<file path="src/rtl/ucie_ctl_pkg.sv">
// ============================================================================
// Package : ucie_ctl_pkg
// Brief   : RDI status encodings, error-class helper and TX buffer FSM states
// Revision: 1.0  initial release
// ============================================================================
`default_nettype none

package ucie_ctl_pkg;

  // RDI pl_state_sts encodings
  localparam logic [3:0] STS_RESET     = 4'b0000;
  localparam logic [3:0] STS_ACTIVE    = 4'b0001;
  localparam logic [3:0] STS_L1        = 4'b0100;
  localparam logic [3:0] STS_L2        = 4'b1000;
  localparam logic [3:0] STS_LINKRESET = 4'b1001;
  localparam logic [3:0] STS_LINKERROR = 4'b1010;
  localparam logic [3:0] STS_RETRAIN   = 4'b1011;
  localparam logic [3:0] STS_DISABLED  = 4'b1100;

  // Buffer control states
  typedef enum logic [1:0] {
    IDLE  = 2'd0,
    RUN   = 2'd1,
    HOLD  = 2'd2,
    FLUSH = 2'd3
  } fsm_e;

  // Status codes after which buffered beats can no longer be delivered
  function automatic logic is_err_sts(input logic [3:0] sts);
    return (sts == STS_RESET)     ||
           (sts == STS_LINKRESET) ||
           (sts == STS_LINKERROR) ||
           (sts == STS_DISABLED);
  endfunction

endpackage

`default_nettype wire

</file>
<file path="src/rtl/ucie_ctl_sync_fifo.sv">
// ============================================================================
// Module  : ucie_ctl_sync_fifo
// Brief   : Single-clock FIFO of NBYTES-wide beats with synchronous clear
// Revision: 1.0  initial release
// ============================================================================
`default_nettype none

module ucie_ctl_sync_fifo #(
  parameter  int NBYTES = 32,
  parameter  int DEPTH  = 4,
  localparam int AW     = $clog2(DEPTH),
  localparam int CW     = AW + 1
) (
  input  logic                   clk,
  input  logic                   rst,
  input  logic                   clr,
  input  logic                   push,
  input  logic                   pop,
  input  logic [NBYTES-1:0][7:0] wdata,
  output logic [NBYTES-1:0][7:0] rdata,
  output logic [CW-1:0]          count
);

  logic [NBYTES-1:0][7:0] mem [DEPTH];
  logic [AW-1:0]          rd_ptr;
  logic [AW-1:0]          wr_ptr;

  // Storage is left unreset; only pointers/occupancy define what is valid
  always_ff @(posedge clk) begin
    if (push && !clr) begin
      mem[wr_ptr] <= wdata;
    end
  end

  // Pointer and occupancy tracking; DEPTH is a power of two so pointers wrap naturally
  always_ff @(posedge clk or posedge rst) begin
    if (rst) begin
      rd_ptr <= '0;
      wr_ptr <= '0;
      count  <= '0;
    end else if (clr) begin
      rd_ptr <= '0;
      wr_ptr <= '0;
      count  <= '0;
    end else begin
      if (push) begin
        wr_ptr <= wr_ptr + 1'b1;
      end
      if (pop) begin
        rd_ptr <= rd_ptr + 1'b1;
      end
      case ({push, pop})
        2'b10:   count <= count + 1'b1;
        2'b01:   count <= count - 1'b1;
        default: count <= count;
      endcase
    end
  end

  assign rdata = mem[rd_ptr];

endmodule

`default_nettype wire

</file>
<file path="src/rtl/ucie_ctl_rdi_tx_buffer.sv">
// ============================================================================
// Module  : ucie_ctl_rdi_tx_buffer
// Brief   : Adapter-side TX buffer feeding the PHY RDI data path. Drains only
//           while RDI is Active, holds across Retrain/PM, discards on error.
// Revision: 1.0  initial release
// ============================================================================
`default_nettype none

module ucie_ctl_rdi_tx_buffer
  import ucie_ctl_pkg::*;
#(
  parameter  int NBYTES = 32,
  parameter  int DEPTH  = 4,
  localparam int CW     = $clog2(DEPTH) + 1
) (
  input  logic                   i_clk,
  input  logic                   i_rst,
  input  logic [NBYTES-1:0][7:0] i_data,
  input  logic                   i_data_valid,
  output logic                   o_data_ready,
  input  logic [3:0]             i_rdi_pl_state_sts,
  input  logic                   i_rdi_pl_trdy,
  output logic                   o_rdi_lp_irdy,
  output logic                   o_rdi_lp_valid,
  output logic [NBYTES-1:0][7:0] o_rdi_lp_data,
  output logic [CW-1:0]          o_count,
  output logic                   o_flush_pulse,
  output logic [CW-1:0]          o_flush_drops
);

  localparam logic [CW-1:0] DEPTH_C = CW'(DEPTH);

  fsm_e                   state;
  logic [CW-1:0]          count;
  logic [CW-1:0]          flush_drops;
  logic [NBYTES-1:0][7:0] head;
  logic                   sts_active;
  logic                   sts_err;
  logic                   push;
  logic                   pop;
  logic                   clr;
  logic                   lp_valid;

  assign sts_active = (i_rdi_pl_state_sts == STS_ACTIVE);
  assign sts_err    = is_err_sts(i_rdi_pl_state_sts);

  // Intake depends only on state and occupancy, never on the PHY's trdy
  assign o_data_ready = ((state == RUN) || (state == HOLD)) && (count < DEPTH_C);

  // Current status gates valid so a status drop blocks a pop in that same cycle
  assign lp_valid       = (state == RUN) && (count != '0) && sts_active;
  assign o_rdi_lp_valid = lp_valid;
  assign o_rdi_lp_irdy  = lp_valid;
  assign o_rdi_lp_data  = lp_valid ? head : '0;

  assign push = i_data_valid && o_data_ready;
  assign pop  = lp_valid && i_rdi_pl_trdy;
  assign clr  = (state == FLUSH);

  assign o_count       = count;
  assign o_flush_pulse = (state == FLUSH);
  assign o_flush_drops = flush_drops;

  // Link-state tracking; the FLUSH cycle records how many beats are being dropped
  always_ff @(posedge i_clk or posedge i_rst) begin
    if (i_rst) begin
      state       <= IDLE;
      flush_drops <= '0;
    end else begin
      case (state)
        IDLE: begin
          if (sts_active) begin
            state <= RUN;
          end
        end
        RUN: begin
          if (sts_err) begin
            state <= FLUSH;
          end else if (!sts_active) begin
            state <= HOLD;
          end
        end
        HOLD: begin
          if (sts_err) begin
            state <= FLUSH;
          end else if (sts_active) begin
            state <= RUN;
          end
        end
        FLUSH: begin
          flush_drops <= count;
          state       <= IDLE;
        end
        default: state <= IDLE;
      endcase
    end
  end

  ucie_ctl_sync_fifo #(
    .NBYTES (NBYTES),
    .DEPTH  (DEPTH)
  ) u_fifo (
    .clk   (i_clk),
    .rst   (i_rst),
    .clr   (clr),
    .push  (push),
    .pop   (pop),
    .wdata (i_data),
    .rdata (head),
    .count (count)
  );

endmodule

`default_nettype wire
</file>
<file path="config.mk">
export PLATFORM = sky130hd
export DESIGN_NAME = ucie_ctl_rdi_tx_buffer
export DESIGN_NICKNAME = d
export VERILOG_FILES = /design/src/rtl/ucie_ctl_pkg.sv /design/src/rtl/ucie_ctl_sync_fifo.sv /design/src/rtl/ucie_ctl_rdi_tx_buffer.sv
export SDC_FILE = /design/constraint.sdc
export NUM_CORES = 1
export LEC_CHECK = 0
export BUFFER_PORTS_ARGS = -buffer_cell sky130_fd_sc_hd__buf_2
export CORE_UTILIZATION = 33
export CTS_CLUSTER_SIZE = 16
export DETAILED_ROUTE_END_ITERATION = 8
export PLACE_DENSITY_LB_ADDON = 0.12
export SLEW_MARGIN = 25
export SYNTH_ARGS = -nofsm -noshare
export SYNTH_HDL_FRONTEND = slang
export SYNTH_SLANG_ARGS = --single-unit
export TNS_END_PERCENT = 50
</file>
<file path="constraint.sdc">
create_clock -name i_clk -period 9.3 [get_ports i_clk]
set_clock_uncertainty 0.05 [all_clocks]
set_input_delay 0.93 -clock i_clk [delete_from_list [all_inputs] [get_ports i_clk]]
set_output_delay 0.93 -clock i_clk [all_outputs]
set_load 0.05 [all_outputs]
</file>
==> flow_results.org, run 1 <==
** Job
- Maximum Capacitance Violations :: 0

** Logic synthesis
- The mapped netlist covers 39500 um2.
- Number of cells produced by synthesis :: 1743
- Sequential cell area fraction in the yosys report :: 78.6%
- Synthesis produced a netlist with a net count of 2016.
- Warnings, synthesis :: 0
- Post-synth ARST share :: 1.16%
- Prevailing post-synth register cell :: sky130_fd_sc_hd__edfxtp_1
- In this run the mean area of a mapped cell was approximately 23 um2.
- Post-synth cell types :: 39
- In this run, synthesis inferred 1024 flip-flops with an integrated enable.
- Counting flops and latches in the post-synthesis netlist gives 1036.

** Global route
- First-pass GRT wire length :: 139000 um
- After global routing the overflow that remains totals 0.
- The initial antenna violation count is 51.
- Pin count of the biggest net entering global routing :: 137
- Number of global-route vias before repair :: 20600
- Total global-route track usage :: 15.6%

** Clock tree
- CTS Hold Buffers Added :: 0
- Counting the buffers created by CTS gives 111.
- TritonCTS clock tree :: built
- Clock edge transition at the registers on the reported setup and hold paths :: roughly 0.06 ns
- Library cell used as clock root buffer :: sky130_fd_sc_hd__clkbuf_16
- At the later pin of the worst-skew pair, clock insertion delay measures ~0.67 ns.
- In this run the number of H-tree levels came out at 3.
- Bufs on Longest Clock Path :: 3
- Sink Count :: 1036
- The number of gates resized after CTS was 0.
- Buffer count from post-CTS setup fixing :: 0

** Timing
- For the pin with the worst max-slew slack, the measured transition is 1.21 ns.
- Final worst path period need :: 4.48 ns
- The number of failing hold endpoints at the final stage is 0.
- Post-route setup slack :: 4.82 ns
- Timing would allow up to 0.223 GHz.
- Setup total negative slack on the finished layout was measured at 0 ns.
- Count of pins over their slew limit :: 0
- Headroom to the max-slew limit came out at 19.2%.
- Setup violations remaining at the end of the flow were counted as 0.
- Setup repair after global routing left no endpoint under its margin.
- Final cycle utilization of the critical path :: 48.2%

** Floorplan
- The floorplan step set the die width to around 350 um.
- Row count :: around 130
- The region available for standard cell placement spans around 120000 um2.
- In this run the vertical extent of the chip is 348 um.
- Die ar. :: about 120000 um2
- I/O pin total :: 530
- Starting density of the core :: 33.4%

** Routing
- The first routing iteration left roughly 1100 violations.
- Routed vias :: 19424
- For this run, design rule violations remaining after detail routing come to 0.
- Routed wire length :: 95700 um
- Once detail routing completed, the nets flagged for antenna violations numbered 0.
- In the final routed layout, each cell accounts on average for 23.9 um.
- Vias per std cell :: 4.85
- First-pass DRT Iterations :: 4

** Setup path
- WP data required :: 8.32 ns
- Worst path most repeated cell :: sky130_fd_sc_hd__buf_4
- STA classifies the critical path startpoint as a flop.
- Cells traversed along the worst timing path :: inv_1 -> ha_1 -> o31a_2 -> buf_4 -> buf_4 -> and3_1 -> buf_2
- The worst setup path is captured at a primary output.
- Buffers and inverters on the worst path :: 4
- The largest single stage delay on the critical path is 0.70 ns.
- On the critical path the largest part of the delay comes from buffers and inverters.
- Along the worst path, the maximum fanout reaches 72.
- At the worst endpoint, the arrival time is between 3 and 4 ns.
- In this run the worst setup path begins at state[1].
- The setup path with the least slack is of type reg -> out.
- The largest individual stage delay along the critical path comes from the cell sky130_fd_sc_hd__buf_4.
- The startpoint identified for the worst register-to-register timing path is state[0].

** Power and ir drop
- Total power for the finished layout comes to 9970 uW.
- P_leak :: 0.0169 uW
- Areal power density over the cells :: roughly 210 nW/um2
- The worst-case IR drop observed on VDD is 149 uV.

** Placed design
- Once detailed placement completed, the half-perimeter wirelength came to 55000 um.
- Routability congestion estimate :: between 0.7 and 0.8
- Count of input and output buffers :: 529
- Placed Instances :: between 3000 and 4000
- Timing analysis after detailed placement gives a worst setup slack of a little under 5 ns.

** Layout
- Once layout is complete, the cells apart from fillers number 4002.
- The post-route netlist has 40.8% of its cells at a drive strength greater than 1.
- In the final design database the tool counted 2562 nets.
- Synthesis-to-finish area growth :: 20.7%

** Hold path
- Worst hold path class :: in -> async

** Run status
- Status :: finished, final reports clean
==> synthesized netlist by cell type, drive strengths merged, types with 2 or more instances <==
cell | number | area (um2)
a21oi | 2 | 10.0
a31oi | 3 | 18.8
and2 | 6 | 37.5
and3 | 256 | 1600
and4 | 2 | 20.0
buf | 41 | 235
clkbuf | 79 | 297
dfrtp | 12 | 300
edfxtp | 1024 | 30700
ha | 8 | 100
inv | 7 | 26.3
mux2 | 3 | 33.8
mux4 | 256 | 5770
nand2 | 5 | 18.8
nand3 | 2 | 10.0
nor2 | 9 | 33.8
nor3 | 2 | 10.0
nor4b | 2 | 32.5
nor4bb | 2 | 20.0
o21ai | 5 | 25.0
or3b | 2 | 17.5
xnor2 | 2 | 17.5
xor2 | 2 | 17.5
==> kinds of logic after synthesis <==
| family | count (synthesis) | synth area share (%) |
|---|---|---|
| AO/OA/AOI/OAI | 16 | 0.263 |
| multiplexers | 259 | 14.7 |
| adder cells (fa/ha/maj) | 9 | 0.304 |
| buffers and inverters | 127 | 1.41 |
| flip-flops | 1036 | 78.6 |
| AND/OR/NAND/NOR | 292 | 4.63 |
| XOR/XNOR | 4 | 0.0887 |
==> final cells by class <==
type	instances	area, um2
fillers	10689	70700
flip-flops and latches	1036	31100
multi-input cells	580	7900
repair buffers	553	3040
clock buffers	143	2920
well taps	1600	2000
clock inverters	66	677
diodes	17	42.5
inverters	7	26.3
==> layer usage <==
metal | track usage, % | share of wire, %
met2 | 26.9 | 52
met4 | 5.31 | 2.7
met1 | 18.8 | 40
met5 | 0 | 0.24
met3 | 4.07 | 5.7
==> power by group <==
group / switching, uW / leakage [uW] / internal (uW)
combinational: 254 / 0.00575 / 222
clock: 1780 / 0.00176 / 2550
sequential: 23.9 / 0.00935 / 5150
==> cell usage in the layout (no fill, tap or decap), types with 10 or more instances in the layout <==
cell / n
sky130_fd_sc_hd__dfrtp_1: 10
sky130_fd_sc_hd__clkinv_2: 20
sky130_fd_sc_hd__bufinv_16: 12
sky130_fd_sc_hd__buf_2: 529
sky130_fd_sc_hd__clkinv_1: 25
sky130_fd_sc_hd__and3_1: 256
sky130_fd_sc_hd__clkbuf_1: 31
sky130_fd_sc_hd__mux4_2: 256
sky130_fd_sc_hd__clkbuf_16: 112
sky130_fd_sc_hd__buf_12: 12
sky130_fd_sc_hd__diode_2: 17
sky130_fd_sc_hd__edfxtp_1: 1024
==> flip-flops by register name, indices dropped and copies added (netlist names) <==
| register | cells |
|---|---|
| u_fifo.mem | 1024 |
| o_flush_drops | 3 |
| u_fifo.count | 3 |
| state | 2 |
| u_fifo.rd_ptr | 2 |
| u_fifo.wr_ptr | 2 |
==> worst register-to-register path, stage by stage (launching register included) <==
cell and delay, ns:
sky130_fd_sc_hd__dfrtp_1 0.42, sky130_fd_sc_hd__inv_1 0.09, sky130_fd_sc_hd__ha_1 0.30, sky130_fd_sc_hd__nand3b_1 0.18, sky130_fd_sc_hd__nor2_1 0.26, sky130_fd_sc_hd__and2_4 0.29
sky130_fd_sc_hd__buf_12 0.45
==> metrics by stage <==
step,util (%),hold WS [ns],instance area [um2]
2_1_floorplan,-,0.493,39500
3_3_place_gp,37.1,0.442,43900
5_1_grt,40.2,0.249,47600
4_1_cts,40.1,0.196,47500
3_5_place_dp,37.1,0.452,43900
6_report,40.3,0.242,47700
==> final timing paths <==
path | end | slack (ns) | cells past startpoint
setup reg to reg | u_fifo.mem[3][183] | 6.41 | 6
hold / removal | u_fifo.count[1] | 0.24 | 2
min in group i_clk | u_fifo.mem[0][62] | 0.40 | 1
hold reg to reg | o_flush_drops[0] | 0.46 | 1
setup / recovery | o_rdi_lp_data[212] | 4.82 | 7
max in group asynchronous | u_fifo.rd_ptr[1] | 8.54 | 2
Note: power is estimated with default switching activity, not from simulation.
==> run 2, diff against run 1 <==
Clock period 9.3 ns to 4.4 ns, I/O delays scaled along.
==> flow_results.org, run 2 (same netlist as run 1, synthesis figures left out) <==
** Floorplan
- The initial standard-cell utilization of the core came to 33.4% (unchanged).
- The number of top-level pins is 530 (unchanged).
- The die outline area was 121000 um2 (unchanged).
- The die span in y was 348 um (unchanged).
- Core area :: 118000 um2 (unchanged)
- The number of rows in the core area was 126 (unchanged).
- The x dimension of the die is 348 um (unchanged).

** Routing
- Vias per std cell :: 4.78 (was 4.85)
- The number of DRC violations after detailed-routing iteration 0 was 1075 (was 1090).
- First-pass DRT Iterations :: 4 (unchanged)
- Number of routed nets with antenna violations :: 0 (unchanged)
- The sum of routed wire length over all layers was 99300 um (was 95700 um).
- The total DRC errors in the routed layout came to 0 (unchanged).
- The routed wire length per instance is 23.2 um (was 23.9 um).
- The total number of vias is 20482 (was 19424).

** Power and ir drop
- The internal power summed over all cells was 16600 uW (was 7920 uW).
- The overall power of the completed layout was 21000 uW (was 9970 uW).
- Areal power density over the cells :: 415 nW/um2 (was 209 nW/um2)
- The power share of the sequential group was 52.1% (was 51.8%).
- Max VDD drop :: 294 uV (was 149 uV)
- Fraction of power spent switching nets :: 20.8% (was 20.6%)
- The leakage power came to 0.0181 uW (was 0.0169 uW).
- The switching power is 4360 uW (was 2050 uW).
- The clock network fraction of design power was 42.1% (was 43.4%).
- Share of power burned in combinational logic :: 5.8% (was 4.8%)

** Placed design
- The post-placement cell area is 44500 um2 (was 43900 um2).
- Total half-perimeter wirelength after legalization and detailed placement :: 60700 um (was 55000 um)
- The count of input and output buffers was 529 (unchanged).
- Routability congestion estimate :: 0.729 (was 0.724)

** Hold path
- Worst hold path class :: in -> reg (was in -> async)

** Timing
- Count of pins over their slew limit :: 0 (unchanged)
- The number of endpoints failing setup at the final stage came to 0 (unchanged).
- The worst slew margin relative to its limit is 36.9% (was 19.2%).
- Unrepaired setup endpoints after global routing :: no (unchanged)
- The total negative slack was 0 ns (unchanged).
- Final worst path period need :: ~3.7 ns
- The minimum hold slack is 0.0695 ns (was 0.242 ns).
- Final cycle utilization of the critical path :: 84.7%
- The number of failing hold endpoints at the final stage came to 0 (unchanged).
- Max Clk Rate :: 0.268 GHz
- Transition time of the tightest slew-check pin :: 0.947 ns (was 1.21 ns)

** Global route
- Number of global-route vias before repair :: 22689 (was 20600)
- The wire length of the first global-routing pass came to 147000 um (was 139000 um).
- Antenna violations before repair :: 7 (was 51)
- The global-route total usage across every layer was 16.3% (was 15.6%).
- GR Overflow Total :: 0 (unchanged)
- The maximum number of pins on one net before global-route repair came to 143 (was 137).

** Job
- Maximum Capacitance Violations :: 0 (unchanged)

** Layout
- The count of nets after finishing came to 2860 (was 2562).
- The core occupancy in the finished layout was 42.7% (was 40.3%).
- Share of cells above drive strength 1 :: 37.8% (was 40.8%)
- The synthesis-to-finish area growth came to 28.0% (was 20.7%).
- Most frequent standard cell in the layout excluding fill and tap cells :: sky130_fd_sc_hd__edfxtp_1 (unchanged)
- Post-Layout Inst Area :: 50500 um2 (was 47700 um2)
- Number of flip-flops under the largest register name :: 1024 (unchanged)
- The register with the most flip-flops is u_fifo.mem (unchanged).
- Top library cells by usage in the layout, fill and taps aside: sky130_fd_sc_hd__edfxtp_1, sky130_fd_sc_hd__buf_2, sky130_fd_sc_hd__mux4_2, sky130_fd_sc_hd__and3_1, sky130_fd_sc_hd__dlygate4sd3_1 (was sky130_fd_sc_hd__edfxtp_1, sky130_fd_sc_hd__buf_2, sky130_fd_sc_hd__mux4_2, sky130_fd_sc_hd__and3_1, sky130_fd_sc_hd__clkbuf_16).

** Setup path
- Crit path launch type :: flop (unchanged)
- The largest fanout on the critical path came to 61 (was 72).
- The kind of critical path was reg -> out (unchanged).
- The arrival time reported for the critical path endpoint came to 3.23 ns (was 3.50 ns).
- Critical path endpoint category :: primary output (unchanged)
- WP data required :: 3.91 ns (was 8.32 ns)

** Run status
- Status: finished, final reports clean (unchanged).

** Clock tree
- Maximum level of the CTS H-tree :: 3 (unchanged)
- The root buffer cell is sky130_fd_sc_hd__clkbuf_16 (unchanged).
- Clock edge transition at the registers on the reported setup and hold paths :: 0.06 ns (about the same)
- The largest buffer count on any clock path came to 3 (unchanged).
- CTS Buf Count :: 110 (was 111)
- The number of post-CTS setup repair buffers came to 0 (unchanged).
- The CTS tree is built (unchanged).
- The number of sinks on the clock net was 1036 (unchanged).
- Clock insertion delay at the later pin of the skew report :: 0.67 ns (about the same)
## run 2: layer usage
metal	wire length (um)	global-route usage (%)
met5	19	0
met4	2460	5.06
met3	4580	3.53
met2	52800	29.2
met1	39500	19.6
## run 2: power by group through the flow
| stage | Combinational, uW | Clock, uW | Sequential [uW] |
|---|---|---|---|
| 2_1_floorplan | 586 | 0 | 11200 |
| 3_3_place_gp | 1010 | 0 | 11100 |
| 3_5_place_dp | 1040 | 0 | 11100 |
| 4_1_cts | 1240 | 9130 | 10900 |
| 5_1_grt | 1320 | 9470 | 10900 |
| 6_report | 1210 | 8830 | 10900 |
## run 2: stage by stage
step	instances	worst slack (ns)
2_1_floorplan	1743	-0.516
3_3_place_gp	3819	1.27
3_5_place_dp	3819	1.28
4_1_cts	4277	0.502
5_1_grt	4282	0.447
6_report	4285	0.675
## run 2: what timing repair did
| action | in CTS | in global routing |
|---|---|---|
| resized for setup | 0 | 0 |
| hold buffers | 256 | 0 |
| hold endpoints to repair | 1032 | 0 |
## run 2: cell type report
class | instances | area (um2)
inverters | 7 | 26.3
clock buffers | 143 | 2940
diodes | 8 | 20.0
clock inverters | 59 | 512
flip-flops and latches | 1036 | 31100
fillers | 10516 | 67900
well taps | 1600 | 2000
multi-input cells | 580 | 7900
repair buffers | 852 | 6090
## run 2: path summary, 6_finish.rpt
path / cells past startpoint / slack [ns] / startpoint / endpoint
setup / recovery: 6 / 0.68 / state[1] / o_rdi_lp_data[102]
hold / removal: 1 / 0.07 / i_data[120] / u_fifo.mem[2][120]
setup reg to reg: 8 / 1.45 / state[1] / u_fifo.count[1]
hold reg to reg: 1 / 0.45 / o_flush_drops[1] / o_flush_drops[1]
max in group asynchronous: 3 / 3.58 / i_rst / u_fifo.rd_ptr[1]
min in group asynchronous: 3 / 0.32 / i_rst / u_fifo.count[2]
## run 2: critical path: stages (launching register included)
cell and delay [ns]:
sky130_fd_sc_hd__dfrtp_1 0.42, sky130_fd_sc_hd__inv_1 0.10, sky130_fd_sc_hd__ha_1 0.21, sky130_fd_sc_hd__o31a_2 0.79, sky130_fd_sc_hd__buf_12 0.32, sky130_fd_sc_hd__and3_1 0.29, sky130_fd_sc_hd__buf_2 0.29
